--- src/rtl/npc_lsu_pkg.sv ---
// rtl/npc_lsu_pkg.sv - shared types and helpers for the NPC load/store unit
package npc_lsu_pkg;

  typedef enum logic [1:0] {
    SZ_B = 2'd0,
    SZ_H = 2'd1,
    SZ_W = 2'd2,
    SZ_D = 2'd3
  } size_e;

  typedef enum logic [1:0] {
    ERR_OK       = 2'd0,
    ERR_MISALIGN = 2'd1,
    ERR_BUS      = 2'd2,
    ERR_TIMEOUT  = 2'd3
  } err_e;

  typedef enum logic [1:0] {
    ST_IDLE    = 2'd0,
    ST_BUS_REQ = 2'd1,
    ST_BUS_RSP = 2'd2,
    ST_RESP    = 2'd3
  } state_e;

  // Natural alignment check; a dword access is never legal on a 32-bit datapath.
  function automatic logic is_misaligned(input size_e size, input logic [2:0] addr_lo,
                                         input logic xlen64);
    case (size)
      SZ_B:    return 1'b0;
      SZ_H:    return addr_lo[0];
      SZ_W:    return |addr_lo[1:0];
      default: return !xlen64 || (|addr_lo);
    endcase
  endfunction

endpackage

--- src/rtl/npc_lsu_align.sv ---
// rtl/npc_lsu_align.sv - byte-lane steering for stores and lane extraction for loads
module npc_lsu_align
  import npc_lsu_pkg::*;
#(
  parameter int XLEN  = 32,
  parameter int OFF_W = $clog2(XLEN / 8)
) (
  input  size_e                 st_size_i,
  input  logic [OFF_W-1:0]      st_off_i,
  input  logic [XLEN-1:0]       st_data_i,
  output logic [XLEN-1:0]       st_data_o,
  output logic [XLEN/8-1:0]     st_strb_o,
  input  size_e                 ld_size_i,
  input  logic                  ld_unsigned_i,
  input  logic [OFF_W-1:0]      ld_off_i,
  input  logic [XLEN-1:0]       ld_data_i,
  output logic [XLEN-1:0]       ld_data_o
);

  localparam int STRB_W = XLEN / 8;

  logic [STRB_W-1:0] base_strb;
  logic [XLEN-1:0]   ld_shift;
  logic [XLEN-1:0]   ld_mask;
  logic              ld_sign;

  // Store side: 2^size contiguous strobes and data moved up to the lane offset.
  always_comb begin
    base_strb = '0;
    unique case (st_size_i)
      SZ_B: base_strb = STRB_W'(8'h01);
      SZ_H: base_strb = STRB_W'(8'h03);
      SZ_W: base_strb = STRB_W'(8'h0F);
      SZ_D: base_strb = STRB_W'(8'hFF);
    endcase
    st_strb_o = base_strb << st_off_i;
    st_data_o = st_data_i << {st_off_i, 3'b000};
  end

  // Load side: bring the addressed lane down, mask to size, then fill the upper bits
  // with the sign bit unless zero-extension is requested. A full-width access has an
  // all-ones mask, so extension has no effect there (word loads on XLEN = 32).
  always_comb begin
    ld_shift = ld_data_i >> {ld_off_i, 3'b000};
    ld_mask  = '1;
    ld_sign  = 1'b0;
    unique case (ld_size_i)
      SZ_B: begin ld_mask = XLEN'(8'hFF);         ld_sign = ld_shift[7];      end
      SZ_H: begin ld_mask = XLEN'(16'hFFFF);      ld_sign = ld_shift[15];     end
      SZ_W: begin ld_mask = XLEN'(32'hFFFF_FFFF); ld_sign = ld_shift[31];     end
      SZ_D: begin ld_mask = '1;                   ld_sign = ld_shift[XLEN-1]; end
    endcase
    ld_data_o = (ld_shift & ld_mask) | ((ld_sign && !ld_unsigned_i) ? ~ld_mask : '0);
  end

endmodule

--- src/rtl/npc_lsu.sv ---
// rtl/npc_lsu.sv - single-outstanding load/store unit between execute and data bus
module npc_lsu
  import npc_lsu_pkg::*;
#(
  parameter int XLEN    = 32,
  parameter int ADDR_W  = 32,
  parameter int TIMEOUT = 255
) (
  input  logic                clk,
  input  logic                reset,
  input  logic                req_valid,
  output logic                req_ready,
  input  logic                req_wen,
  input  logic [1:0]          req_size,
  input  logic                req_unsigned,
  input  logic [ADDR_W-1:0]   req_addr,
  input  logic [XLEN-1:0]     req_wdata,
  output logic                rsp_valid,
  input  logic                rsp_ready,
  output logic [XLEN-1:0]     rsp_rdata,
  output logic [1:0]          rsp_err,
  output logic                mem_req_valid,
  input  logic                mem_req_ready,
  output logic                mem_req_wen,
  output logic [ADDR_W-1:0]   mem_req_addr,
  output logic [XLEN-1:0]     mem_req_wdata,
  output logic [XLEN/8-1:0]   mem_req_wstrb,
  input  logic                mem_rsp_valid,
  output logic                mem_rsp_ready,
  input  logic [XLEN-1:0]     mem_rsp_rdata,
  input  logic                mem_rsp_err
);

  localparam int STRB_W = XLEN / 8;
  localparam int OFF_W  = $clog2(STRB_W);
  localparam int CNT_W  = (TIMEOUT > 0) ? $clog2(TIMEOUT + 1) : 1;

  state_e              state_q, state_d;
  logic                wen_q, wen_d;
  size_e               size_q, size_d;
  logic                uns_q, uns_d;
  logic [OFF_W-1:0]    off_q, off_d;
  logic [CNT_W-1:0]    cnt_q, cnt_d, cnt_inc;
  logic                mwen_q, mwen_d;
  logic [ADDR_W-1:0]   maddr_q, maddr_d;
  logic [XLEN-1:0]     mwdata_q, mwdata_d;
  logic [STRB_W-1:0]   mwstrb_q, mwstrb_d;
  logic [XLEN-1:0]     rdata_q, rdata_d;
  err_e                err_q, err_d;

  logic [XLEN-1:0]     st_data;
  logic [STRB_W-1:0]   st_strb;
  logic [XLEN-1:0]     ld_data;

  npc_lsu_align #(.XLEN(XLEN)) u_align (
    .st_size_i     (size_e'(req_size)),
    .st_off_i      (req_addr[OFF_W-1:0]),
    .st_data_i     (req_wdata),
    .st_data_o     (st_data),
    .st_strb_o     (st_strb),
    .ld_size_i     (size_q),
    .ld_unsigned_i (uns_q),
    .ld_off_i      (off_q),
    .ld_data_i     (mem_rsp_rdata),
    .ld_data_o     (ld_data)
  );

  // Next-state and datapath: the bus payload is computed at accept so that every
  // mem_* output is a register with no path back to the req_* inputs.
  always_comb begin
    state_d  = state_q;
    wen_d    = wen_q;
    size_d   = size_q;
    uns_d    = uns_q;
    off_d    = off_q;
    cnt_d    = cnt_q;
    mwen_d   = mwen_q;
    maddr_d  = maddr_q;
    mwdata_d = mwdata_q;
    mwstrb_d = mwstrb_q;
    rdata_d  = rdata_q;
    err_d    = err_q;
    cnt_inc  = cnt_q + 1'b1;
    unique case (state_q)
      ST_IDLE: begin
        if (req_valid) begin
          wen_d    = req_wen;
          size_d   = size_e'(req_size);
          uns_d    = req_unsigned;
          off_d    = req_addr[OFF_W-1:0];
          mwen_d   = req_wen;
          maddr_d  = {req_addr[ADDR_W-1:OFF_W], OFF_W'(0)};
          mwdata_d = st_data;
          mwstrb_d = req_wen ? st_strb : '0;
          cnt_d    = '0;
          if (is_misaligned(size_e'(req_size), req_addr[2:0], XLEN == 64)) begin
            state_d = ST_RESP;
            err_d   = ERR_MISALIGN;
            rdata_d = '0;
          end else begin
            state_d = ST_BUS_REQ;
          end
        end
      end
      ST_BUS_REQ: begin
        if (mem_req_ready) begin
          state_d = ST_BUS_RSP;
        end else begin
          cnt_d = cnt_inc;
          if (TIMEOUT != 0 && cnt_inc == CNT_W'(TIMEOUT)) begin
            state_d = ST_RESP;
            err_d   = ERR_TIMEOUT;
            rdata_d = '0;
          end
        end
      end
      ST_BUS_RSP: begin
        if (mem_rsp_valid) begin
          state_d = ST_RESP;
          if (mem_rsp_err) begin
            err_d   = ERR_BUS;
            rdata_d = '0;
          end else begin
            err_d   = ERR_OK;
            rdata_d = wen_q ? '0 : ld_data;
          end
        end
      end
      ST_RESP: begin
        if (rsp_ready) state_d = ST_IDLE;
      end
    endcase
  end

  // State and payload registers; reset abandons any in-flight bus access.
  always_ff @(posedge clk or posedge reset) begin
    if (reset) begin
      state_q  <= ST_IDLE;
      wen_q    <= 1'b0;
      size_q   <= SZ_B;
      uns_q    <= 1'b0;
      off_q    <= '0;
      cnt_q    <= '0;
      mwen_q   <= 1'b0;
      maddr_q  <= '0;
      mwdata_q <= '0;
      mwstrb_q <= '0;
      rdata_q  <= '0;
      err_q    <= ERR_OK;
    end else begin
      state_q  <= state_d;
      wen_q    <= wen_d;
      size_q   <= size_d;
      uns_q    <= uns_d;
      off_q    <= off_d;
      cnt_q    <= cnt_d;
      mwen_q   <= mwen_d;
      maddr_q  <= maddr_d;
      mwdata_q <= mwdata_d;
      mwstrb_q <= mwstrb_d;
      rdata_q  <= rdata_d;
      err_q    <= err_d;
    end
  end

  assign req_ready     = (state_q == ST_IDLE);
  assign mem_req_valid = (state_q == ST_BUS_REQ);
  assign mem_rsp_ready = (state_q == ST_BUS_RSP);
  assign rsp_valid     = (state_q == ST_RESP);
  assign mem_req_wen   = mwen_q;
  assign mem_req_addr  = maddr_q;
  assign mem_req_wdata = mwdata_q;
  assign mem_req_wstrb = mwstrb_q;
  assign rsp_rdata     = rdata_q;
  assign rsp_err       = err_q;

endmodule

--- config.mk ---
export PLATFORM = sky130hd
export DESIGN_NAME = npc_lsu
export DESIGN_NICKNAME = d
export VERILOG_FILES = /design/src/rtl/npc_lsu_pkg.sv /design/src/rtl/npc_lsu_align.sv /design/src/rtl/npc_lsu.sv
export SDC_FILE = /design/constraint.sdc
export NUM_CORES = 1
export LEC_CHECK = 0
export ABC_CLOCK_PERIOD_IN_PS = 3500
export CORE_ASPECT_RATIO = 2
export CORE_UTILIZATION = 42
export DETAILED_ROUTE_END_ITERATION = 7
export PLACE_DENSITY_LB_ADDON = 0.25
export REMOVE_ABC_BUFFERS = 1
export SYNTH_ARGS = -nofsm -noshare
export SYNTH_HDL_FRONTEND = slang
export SYNTH_HIERARCHICAL = 1
export SYNTH_SLANG_ARGS = --single-unit
--- constraint.sdc ---
create_clock -name clk -period 3.5 [get_ports clk]
set_input_delay 0.7 -clock clk [delete_from_list [all_inputs] [get_ports clk]]
set_output_delay 0.7 -clock clk [all_outputs]
set_load 0.1 [all_outputs]
==> reports/qor.yml <==
status: "finished, final reports clean"
synth_cells: 583
drv_cap: 0
syn_area_mm2: 0.00628
synth-seq-cells: 116
grt_max_degree: 50
mostFrequentLayoutCells: "clkdlybuf4s50_1 (189), dfrtp_1 (116), mux2_1 (68)"
start_kind: "flop"
drtIter0Drc: 258
wirelength_um: 17900
cts_buffers: 17
timing.critical_path.buf_inv: 2
die_h_um: 175
critPathKind: "flop to output port"
synth_top_area_share_pct: 46.2
worst_setup_path_end_kind: "output port"
clk_pin_slew_worst_paths_ns: 0.06
slew_violations: 0
grtUsageTotal_pct: 24.0
fin_crit_sh_pct: 76.5
finalCriticalPeriod_ns: 2.68
initial_core_util_pct: 43.3
syn_area_per_cell_um2: 10.8
h-tree-depth: 4
hold_class: "flop to flop"
path_cells: "inv_1 > ha_1 > buf_4"
cts_resized: 0
areaGrowthSynthToFinish_pct: 43.7
worstPathArrival_ns: 1.98
cts.sinks: 116
clk_latency_ns: 0.41
worst_slew_pin_slew_ns: 1.00
ant_nets: 0
synth_top_area_cell: "dfrtp_1"
rows: 62
die_w_um: 88.5
setup_viol: 0
synth.area.top_cells: "dfrtp_1 (46%), mux2_1 (12%), o2bb2ai_1 (4.5%)"
layout-drive-gt1-share_pct: 12.8
gp_congestion: 0.856
fmax_ghz: 0.373
synth_ff_type: "dfrtp_1"
core_area_mm2: 0.0145
overflow: 0
first_global_vias: 5805
final_area_mm2: 0.00903
hold-worst-slack_ns: 0.485
antenna_found_initial: 1
slew_headroom_pct: 32.9
numPortBuffers: 211
firstDrtPassIters: 4
ctsHoldBuffers: 0
ys_warn_count: 6
rsz0062_at_grt: "no"
slowest_delay_ns: 0.60
post-dp-hpwl_um: 13300
reg2reg_slack_ns: 0.95
crit_family: "adder cells"
die_area_mm2: 0.0155
required_ns: 2.80
critPathSlowestCell: "ha_1"
dr_total_vias: 5429
route.detailed.drc: 0
synthArstFlopShare_pct: 100
cts_tree: "yes"
post_cts_buffers: 0
wl_per_cell_um: 18.2
ys_types: 58
placed_area_mm2: 0.00846
synth_edf_count: 0
fin_nets: 892
root_buffer: "clkbuf_16"
layout_commonest_cell: "clkdlybuf4s50_1"
skew_ns: 0.00750
finalHoldViolCount: 0
grt_pass1_wl_um: 28200
io_pins: 214
crit_fanout: 19
cts_buffer_depth: 2
synth-seq-area-share_pct: 46.2
vias_per_cell: 5.52
==> path summary, 6_finish.rpt <==
kind	depth (start not counted)	from	end
min reg2reg	1	rsp_rdata[0]	rsp_rdata[0]
max reg2reg	6	state_q[1]	rsp_err[0]
max	3	state_q[1]	mem_req_valid
max in group asynchronous	3	reset	mem_req_wdata[2]
min	1	rsp_rdata[0]	rsp_rdata[0]
min in group asynchronous	2	reset	mem_req_addr[15]
==> worst reg2reg max path, stage by stage (launching register included) <==
cell and delay (ns):
dfrtp_1 0.43, inv_1 0.13, ha_1 0.61, a21boi_2 0.26, buf_4 0.35, nand2b_4 0.47, mux2i_1 0.23
==> logic make-up (layout without fill, tap and decap cells) <==
| logic type | count (synthesis) | count (layout) | share of synthesized area (%) |
|---|---|---|---|
| compound gates | 135 | 135 | 15.4 |
| xor+xnor | 3 | 3 | 0.418 |
| fa+ha+maj | 7 | 7 | 1.39 |
| buf+inv | 57 | 264 | 4.60 |
| flops | 116 | 116 | 46.2 |
| mux | 105 | 105 | 18.5 |
| other cells | 1 | 3 | 0.0597 |
| simple gates | 159 | 159 | 13.5 |
==> synth_stat cells (all sizes together), types with 8 or more instances <==
cell type / instances
or2: 9
and2: 8
clkbuf: 20
a21oi: 34
o2bb2ai: 32
nor2b: 19
buf: 28
o211ai: 17
o21ai: 18
nand3: 39
a211oi: 16
nand2: 41
mux2i: 27
dfrtp: 116
inv: 9
mux2: 77
nor2: 17
==> sequential cells by signal, indices dropped and copies added (netlist names) <==
signal / count
size_q: 2
mem_req_addr: 30
cnt_q: 8
mem_req_wdata: 32
uns_q: 1
mem_req_wen: 1
rsp_err: 2
state_q: 2
mem_req_wstrb: 4
off_q: 2
rsp_rdata: 32
==> layout make-up <==
| cell class | instances | area [um2] |
|---|---|---|
| flip-flops and latches | 116 | 2900 |
| well taps | 192 | 240 |
| diodes | 1 | 2.50 |
| clock inverters | 14 | 130 |
| clock buffers | 18 | 439 |
| inverters | 9 | 36.3 |
| multi-input cells | 411 | 3110 |
| fillers | 1225 | 5480 |
| repair buffers | 223 | 2170 |
==> metal layers <==
| layer | global-route usage (%) | wire length, um |
|---|---|---|
| met2 | 42.9 | 9580 |
| met3 | 5.81 | 1070 |
| met1 | 23.8 | 6380 |
| met4 | 15.5 | 897 |
| met5 | 0 | 0 |
==> per-stage QoR <==
step | setup TNS, ns | util [%] | std cells | worst slack [ns]
after detailed placement | 0 | 58.3 | 951 | 0.767
after global routing | 0 | 62.2 | 984 | 0.748
after CTS | 0 | 62.2 | 983 | 0.826
after floorplan | -73.25 | - | 536 | -0.519
final | 0 | 62.2 | 984 | 0.821
after global placement | 0 | 58.3 | 951 | 0.863
Power is not shown: default switching activity piles up to over one toggle a cycle in this logic, so the estimate is an artifact.
